===== config.mk =====
export PLATFORM = sky130hd
export DESIGN_NAME = music_player_ctrl
export DESIGN_NICKNAME = d
export VERILOG_FILES = /design/src/rtl/music_pkg.sv /design/src/rtl/player_beat_cnt.sv /design/src/rtl/music_player_ctrl.sv
export SDC_FILE = /design/constraint.sdc
export NUM_CORES = 1
export LEC_CHECK = 0
export CAP_MARGIN = 20
export CORE_UTILIZATION = 55
export CTS_BUF_LIST = sky130_fd_sc_hd__clkbuf_4
export CTS_CLUSTER_DIAMETER = 40
export CTS_CLUSTER_SIZE = 8
export DETAILED_ROUTE_END_ITERATION = 10
export PLACE_DENSITY = 0.82
export SYNTH_ARGS = -nofsm -noshare
export SYNTH_HDL_FRONTEND = slang
export SYNTH_SLANG_ARGS = --single-unit

===== constraint.sdc =====
create_clock -name clk -period 2.7 [get_ports clk]
set_clock_uncertainty 0.05 [all_clocks]
set_input_delay 0.27 -clock clk [delete_from_list [all_inputs] [get_ports clk]]
set_output_delay 0.27 -clock clk [all_outputs]
set_load 0.03 [all_outputs]

===== src/rtl/music_pkg.sv =====
// Shared encodings and width helpers for the keyboard, player and audio stages.
package music_pkg;

  typedef enum logic [1:0] {
    ST_MENU  = 2'd0,
    ST_PLAY  = 2'd1,
    ST_PAUSE = 2'd2
  } state_t;

  // Index width for a table of n entries; never narrower than one bit.
  function automatic int idx_w(input int n);
    return (n < 2) ? 1 : $clog2(n);
  endfunction

endpackage


===== src/rtl/player_beat_cnt.sv =====
// Beat address counter: tick increment with wrap detect, saturating skips, clear.
module player_beat_cnt
  import music_pkg::*;
#(
  parameter  int SONG_LEN = 512,
  parameter  int SKIP     = 16,
  localparam int BEAT_W   = idx_w(SONG_LEN)
) (
  input  logic              clk,
  input  logic              rst,
  input  logic              clr,
  input  logic              tick,
  input  logic              ff,
  input  logic              bf,
  output logic [BEAT_W-1:0] beat_addr,
  output logic              wrap
);

  localparam logic [BEAT_W:0]   LAST_X = (BEAT_W+1)'(SONG_LEN - 1);
  localparam logic [BEAT_W:0]   SKIP_X = (BEAT_W+1)'(SKIP);
  localparam logic [BEAT_W-1:0] LAST_B = BEAT_W'(SONG_LEN - 1);
  localparam logic [BEAT_W-1:0] SKIP_B = BEAT_W'(SKIP);

  logic [BEAT_W-1:0] r_beat;
  logic [BEAT_W:0]   w_fwd;
  logic [BEAT_W-1:0] w_bwd;

  // One extra bit on the forward sum so the saturation compare sees the carry.
  assign w_fwd = {1'b0, r_beat} + SKIP_X;
  assign w_bwd = r_beat - SKIP_B;
  assign wrap  = tick && !clr && !ff && !bf && (r_beat == LAST_B);

  always_ff @(posedge clk or posedge rst) begin
    if (rst) begin
      r_beat <= '0;
    end else if (clr) begin
      r_beat <= '0;
    end else if (ff) begin
      r_beat <= (w_fwd > LAST_X) ? LAST_B : w_fwd[BEAT_W-1:0];
    end else if (bf) begin
      r_beat <= (r_beat < SKIP_B) ? '0 : w_bwd;
    end else if (tick) begin
      r_beat <= wrap ? '0 : r_beat + 1'b1;
    end
  end

  assign beat_addr = r_beat;

endmodule


===== src/rtl/music_player_ctrl.sv =====
// Menu/play/pause navigation FSM with menu selection, current song and beat address.
module music_player_ctrl
  import music_pkg::*;
#(
  parameter  int NUM_SONGS = 4,
  parameter  int SONG_LEN  = 512,
  parameter  int SKIP      = 16,
  localparam int SONG_W    = idx_w(NUM_SONGS),
  localparam int BEAT_W    = idx_w(SONG_LEN)
) (
  input  logic              clk,
  input  logic              rst,
  input  logic              beat_tick,
  input  logic              up,
  input  logic              down,
  input  logic              enter,
  input  logic              esc,
  input  logic              fast_forward,
  input  logic              back_forward,
  output logic [1:0]        state,
  output logic [SONG_W-1:0] menu_sel,
  output logic [SONG_W-1:0] song_id,
  output logic [BEAT_W-1:0] beat_addr,
  output logic              playing,
  output logic              song_done
);

  localparam logic [SONG_W-1:0] LAST_SONG = SONG_W'(NUM_SONGS - 1);

  state_t            r_state;
  logic [SONG_W-1:0] r_menu_sel;
  logic [SONG_W-1:0] r_song_id;
  logic              r_playing;
  logic              r_song_done;

  logic              w_in_menu;
  logic              w_in_play;
  logic              w_run;
  logic              w_illegal;
  logic              w_clr;
  logic              w_ff;
  logic              w_bf;
  logic              w_tick;
  logic              w_wrap;
  logic [SONG_W-1:0] w_next_song;

  assign w_in_menu = (r_state == ST_MENU);
  assign w_in_play = (r_state == ST_PLAY);
  assign w_run     = w_in_play || (r_state == ST_PAUSE);
  assign w_illegal = !w_in_menu && !w_run;

  // Key priority esc > enter > ff > bf; a tick only survives when none of them acts.
  assign w_clr  = (w_in_menu && !esc && enter) || (w_run && esc) || w_illegal;
  assign w_ff   = w_run && !esc && !enter && fast_forward;
  assign w_bf   = w_run && !esc && !enter && !fast_forward && back_forward;
  assign w_tick = w_in_play && beat_tick && !esc && !enter && !fast_forward && !back_forward;

  assign w_next_song = (r_song_id == LAST_SONG) ? '0 : r_song_id + 1'b1;

  player_beat_cnt #(
    .SONG_LEN (SONG_LEN),
    .SKIP     (SKIP)
  ) u_beat_cnt (
    .clk       (clk),
    .rst       (rst),
    .clr       (w_clr),
    .tick      (w_tick),
    .ff        (w_ff),
    .bf        (w_bf),
    .beat_addr (beat_addr),
    .wrap      (w_wrap)
  );

  always_ff @(posedge clk or posedge rst) begin
    if (rst) begin
      r_state     <= ST_MENU;
      r_menu_sel  <= '0;
      r_song_id   <= '0;
      r_playing   <= 1'b0;
      r_song_done <= 1'b0;
    end else begin
      r_song_done <= 1'b0;
      case (r_state)
        ST_MENU: begin
          // A higher-priority key that MENU ignores still masks up/down.
          if (esc) begin
          end else if (enter) begin
            r_song_id <= r_menu_sel;
            r_state   <= ST_PLAY;
            r_playing <= 1'b1;
          end else if (fast_forward || back_forward) begin
          end else if (up) begin
            r_menu_sel <= (r_menu_sel == '0) ? LAST_SONG : r_menu_sel - 1'b1;
          end else if (down) begin
            r_menu_sel <= (r_menu_sel == LAST_SONG) ? '0 : r_menu_sel + 1'b1;
          end
        end
        ST_PLAY: begin
          if (esc) begin
            r_state    <= ST_MENU;
            r_playing  <= 1'b0;
            r_menu_sel <= r_song_id;
          end else if (enter) begin
            r_state   <= ST_PAUSE;
            r_playing <= 1'b0;
          end else if (w_wrap) begin
            r_song_done <= 1'b1;
            r_song_id   <= w_next_song;
            r_menu_sel  <= w_next_song;
          end
        end
        ST_PAUSE: begin
          if (esc) begin
            r_state    <= ST_MENU;
            r_playing  <= 1'b0;
            r_menu_sel <= r_song_id;
          end else if (enter) begin
            r_state   <= ST_PLAY;
            r_playing <= 1'b1;
          end
        end
        default: begin
          r_state   <= ST_MENU;
          r_playing <= 1'b0;
        end
      endcase
    end
  end

  assign state     = r_state;
  assign menu_sel  = r_menu_sel;
  assign song_id   = r_song_id;
  assign playing   = r_playing;
  assign song_done = r_song_done;

endmodule


==> key figures <==
Run status
  • Status: completed

Power and ir drop
  • Part of the power in combinational logic: 63.3%
  • Net Sw Frac: 49.2%
  • Sequential power share: 26.7%
  • VDD IR max: 0.739 mV
  • Int Pwr: 754 uW
  • P_sw: 729 uW
  • Clock share of power: 10.0%
  • Static leakage: 0.000829 uW
  • Pwr per Cell Area: 787 nW/um^2

Synthesis
  • Post-synthesis cell count: 189
  • Synthesis-stage register bit count: 17
  • Main synth FF type: dfrtp_1
  • Post-Syn Area: 1530 um^2
  • Top cells by area, synth: dfrtp_1, ha_1, o21ai_0
  • Synthesis Warnings: 0
  • Top cell type's share of synthesized area: 27.8%
  • Cell taking the most area after synthesis: dfrtp_1
  • Syn_nets: 207
  • Syn avg cell area: 8.11 um^2
  • Yosys cell types: 55
  • Async SR Flop Fraction: 100%
  • Post-synth EDFFs: 0
  • Post-synthesis sequential area ratio: 27.8%

Detailed routing
  • Routed vias/inst: 6.60
  • Avg WL per Cell: 17.0 um
  • Post-Route WL: 4.26 mm
  • Residual DRC: 0
  • Post-route ant nets: 0
  • Pre-antenna DRT Iters: 5
  • 1st-iter DRT viols: 81
  • Via count: 1651

Worst setup path
  • Setup crit start kind: flop
  • Slowest CP cell: dfrtp_1
  • Slack of the worst reg-to-reg path: 0.19 ns
  • WP data arrival: 2.65 ns
  • Worst path most repeated cell: ha_1
  • Type of the worst setup path: reg -> reg
  • CP Max Fanout: 6
  • CP delay by family, top: compound AO/OA/AOI/OAI gates
  • Worst Path Buf+Inv: 0
  • Nature of the critical path endpoint: flop
  • Crit-path cells: ha_1 -> nand3_1 -> nor2_1 -> ha_1 -> nand4_2 -> o31ai_2 -> o221a_2 -> nor3_1 -> a22o_1
  • Worst r2r src: u_beat_cnt.beat_addr[0]$_DFFE_PP0P_
  • CP required: 2.85 ns
  • Crit path largest cell delay: 0.45 ns
  • FF-to-FF End: u_beat_cnt.beat_addr[6]$_DFFE_PP0P_
  • Reg2reg path depth: 9

Timing
  • Tmin final: 2.51 ns
  • Slew Viols, Final: 0
  • Slew margin rel.: 52.7%
  • Final setup violation count: 0
  • Sum Neg Setup Slack: 0 ns
  • RSZ-0062 raised after global routing: no
  • Final Cycle Share: 92.8%
  • Max Fclk: 399 MHz
  • Worst-Margin Slew: 0.708 ns
  • Final hold vios: 0
  • Final worst slack: 0.194 ns

Placed design
  • DP Worst Slack: 0.0391 ns
  • Port-buffer cells: 25
  • DP HPWL: 3.17 mm
  • Cells after DPL: 246
  • Final Wtd Congestion: 0.945

Global route
  • Largest net degree at the start of global routing: 18
  • Total grt overflow: 0
  • Vias in the first global route: 1473
  • GRT Total Usage: 31.5%
  • Initial antenna violation count: 0
  • First-pass GRT wire length: 6.70 mm

Finish
  • Multi-input gate area: 1020 um^2
  • Final nets: 239
  • Layout area overhead: 22.9%
  • # diodes: 0
  • Fill cells: 194
  • Layout Cells excl Fill: 250
  • Most common cell after layout, fill and taps aside: clkdlybuf4s50_1
  • Leading cell types in the layout, fill and taps excluded: clkdlybuf4s50_1, dfrtp_1, nor2_1
  • Register area: 425 um^2
  • Utilization after layout: 74.0%
  • Fraction of final layout cells sized beyond drive strength 1: 11.8%

Floorplan
  • Die height: 54.8 um
  • Site row count: 18
  • Die area: 3000 um^2
  • Die width: 54.8 um
  • # IOs: 26
  • Core ar.: 2540 um^2
  • Initial Util: 60.2%

Clocking
  • H-tree depth: 1
  • CTS clk-pin slew, worst paths: 0.12 ns
  • Hold Buf Count CTS: 0
  • CTS buffer count: 3
  • Clock Path Buffers: 2
  • Root buf cell: clkbuf_4
  • Clock sinks: 17
  • Clock latency on the worst-skew pair: 0.30 ns
  • TritonCTS clock tree: built

Job
  • Max Cap Violations: 0

Hold path
  • Worst Hold Class: in -> async
[synth_stat cells (3+ instances only)]
master and instances:
inv_1 14, nor2_1 15, ha_1 9, a211oi_1 3, a21oi_1 13, o21a_1 3, a31oi_1 7, a21o_1 4
nor2b_1 3, a22o_1 3, nand2_1 14, nand4_1 3, dfrtp_1 17, clkbuf_1 4, nor3_1 4, o21ai_0 14
nand3_1 11
[sequential cells by signal, summed over array words and instances (netlist names)]
register,cells
song_done,1
state,2
u_beat_cnt.beat_addr,9
song_id,2
menu_sel,2
playing,1
[cell families (layout without fill, tap and decap cells)]
| logic type | after synthesis | in the layout | share of synthesized area [%] |
|---|---|---|---|
| AND/OR/NAND/NOR | 66 | 66 | 23.8 |
| AO/OA/AOI/OAI | 71 | 71 | 32.4 |
| buffers and inverters | 22 | 53 | 6.28 |
| flip-flops | 17 | 17 | 27.8 |
| XOR/XNOR | 3 | 3 | 1.71 |
| multiplexers | 1 | 1 | 0.653 |
| adder cells (fa/ha/maj) | 9 | 9 | 7.35 |
[worst max-delay path by stage]
stage	startpoint	end	cells after the start
after floorplan	u_beat_cnt.beat_addr[5]$_DFFE_PP0P_	u_beat_cnt.beat_addr[8]$_DFFE_PP0P_	9
after global placement	enter	menu_sel[1]$_DFFE_PP0P_	7
after detailed placement	enter	menu_sel[1]$_DFFE_PP0P_	7
after CTS	u_beat_cnt.beat_addr[0]$_DFFE_PP0P_	menu_sel[1]$_DFFE_PP0P_	9
after global routing	u_beat_cnt.beat_addr[0]$_DFFE_PP0P_	u_beat_cnt.beat_addr[6]$_DFFE_PP0P_	9
final	u_beat_cnt.beat_addr[0]$_DFFE_PP0P_	u_beat_cnt.beat_addr[6]$_DFFE_PP0P_	9
[power by group through the flow]
stage | logic [uW] | clock network (uW) | registers [uW]
CTS | 921 | 151 | 393
floorplan | 530 | 0 | 497
global route | 1030 | 158 | 404
global placement | 886 | 0 | 394
detailed placement | 915 | 0 | 397
finish | 939 | 148 | 396
[metrics by stage]
step	instance area [um^2]	hold slack [ns]	power [uW]
6_report	1880	0.318	1480
2_1_floorplan	1530	0.146	1030
3_3_place_gp	1850	0.501	1280
3_5_place_dp	1850	0.510	1310
5_1_grt	1880	0.400	1590
4_1_cts	1880	0.332	1460
[area by class of cell]
type	instances	area share, %
inverter	14	2.79
sequential	17	22.6
tap	30	1.99
multi-input combinational	150	53.9
clock buffer	3	1.20
timing repair buffer	35	17.3
clock inverter	1	0.266
[repair_timing]
action | CTS | global route
setup buffers | 0 | 0
endpoints found under the setup margin | 0 | 1
gates resized for setup | 0 | 1
[metal layers]
layer | track usage (%) | vias up | part of all wire, % | wire length, um
met5 | 0 | - | 0 | 0
met4 | 8.12 | 0 | 1.2 | 53
met3 | 8.06 | 8 | 8.9 | 378
met2 | 47.8 | 88 | 45 | 1900
met1 | 43.8 | 787 | 45 | 1920
li1 | - | 768 | - | -
No activity file was read; power rests on OpenSTA's default activity.
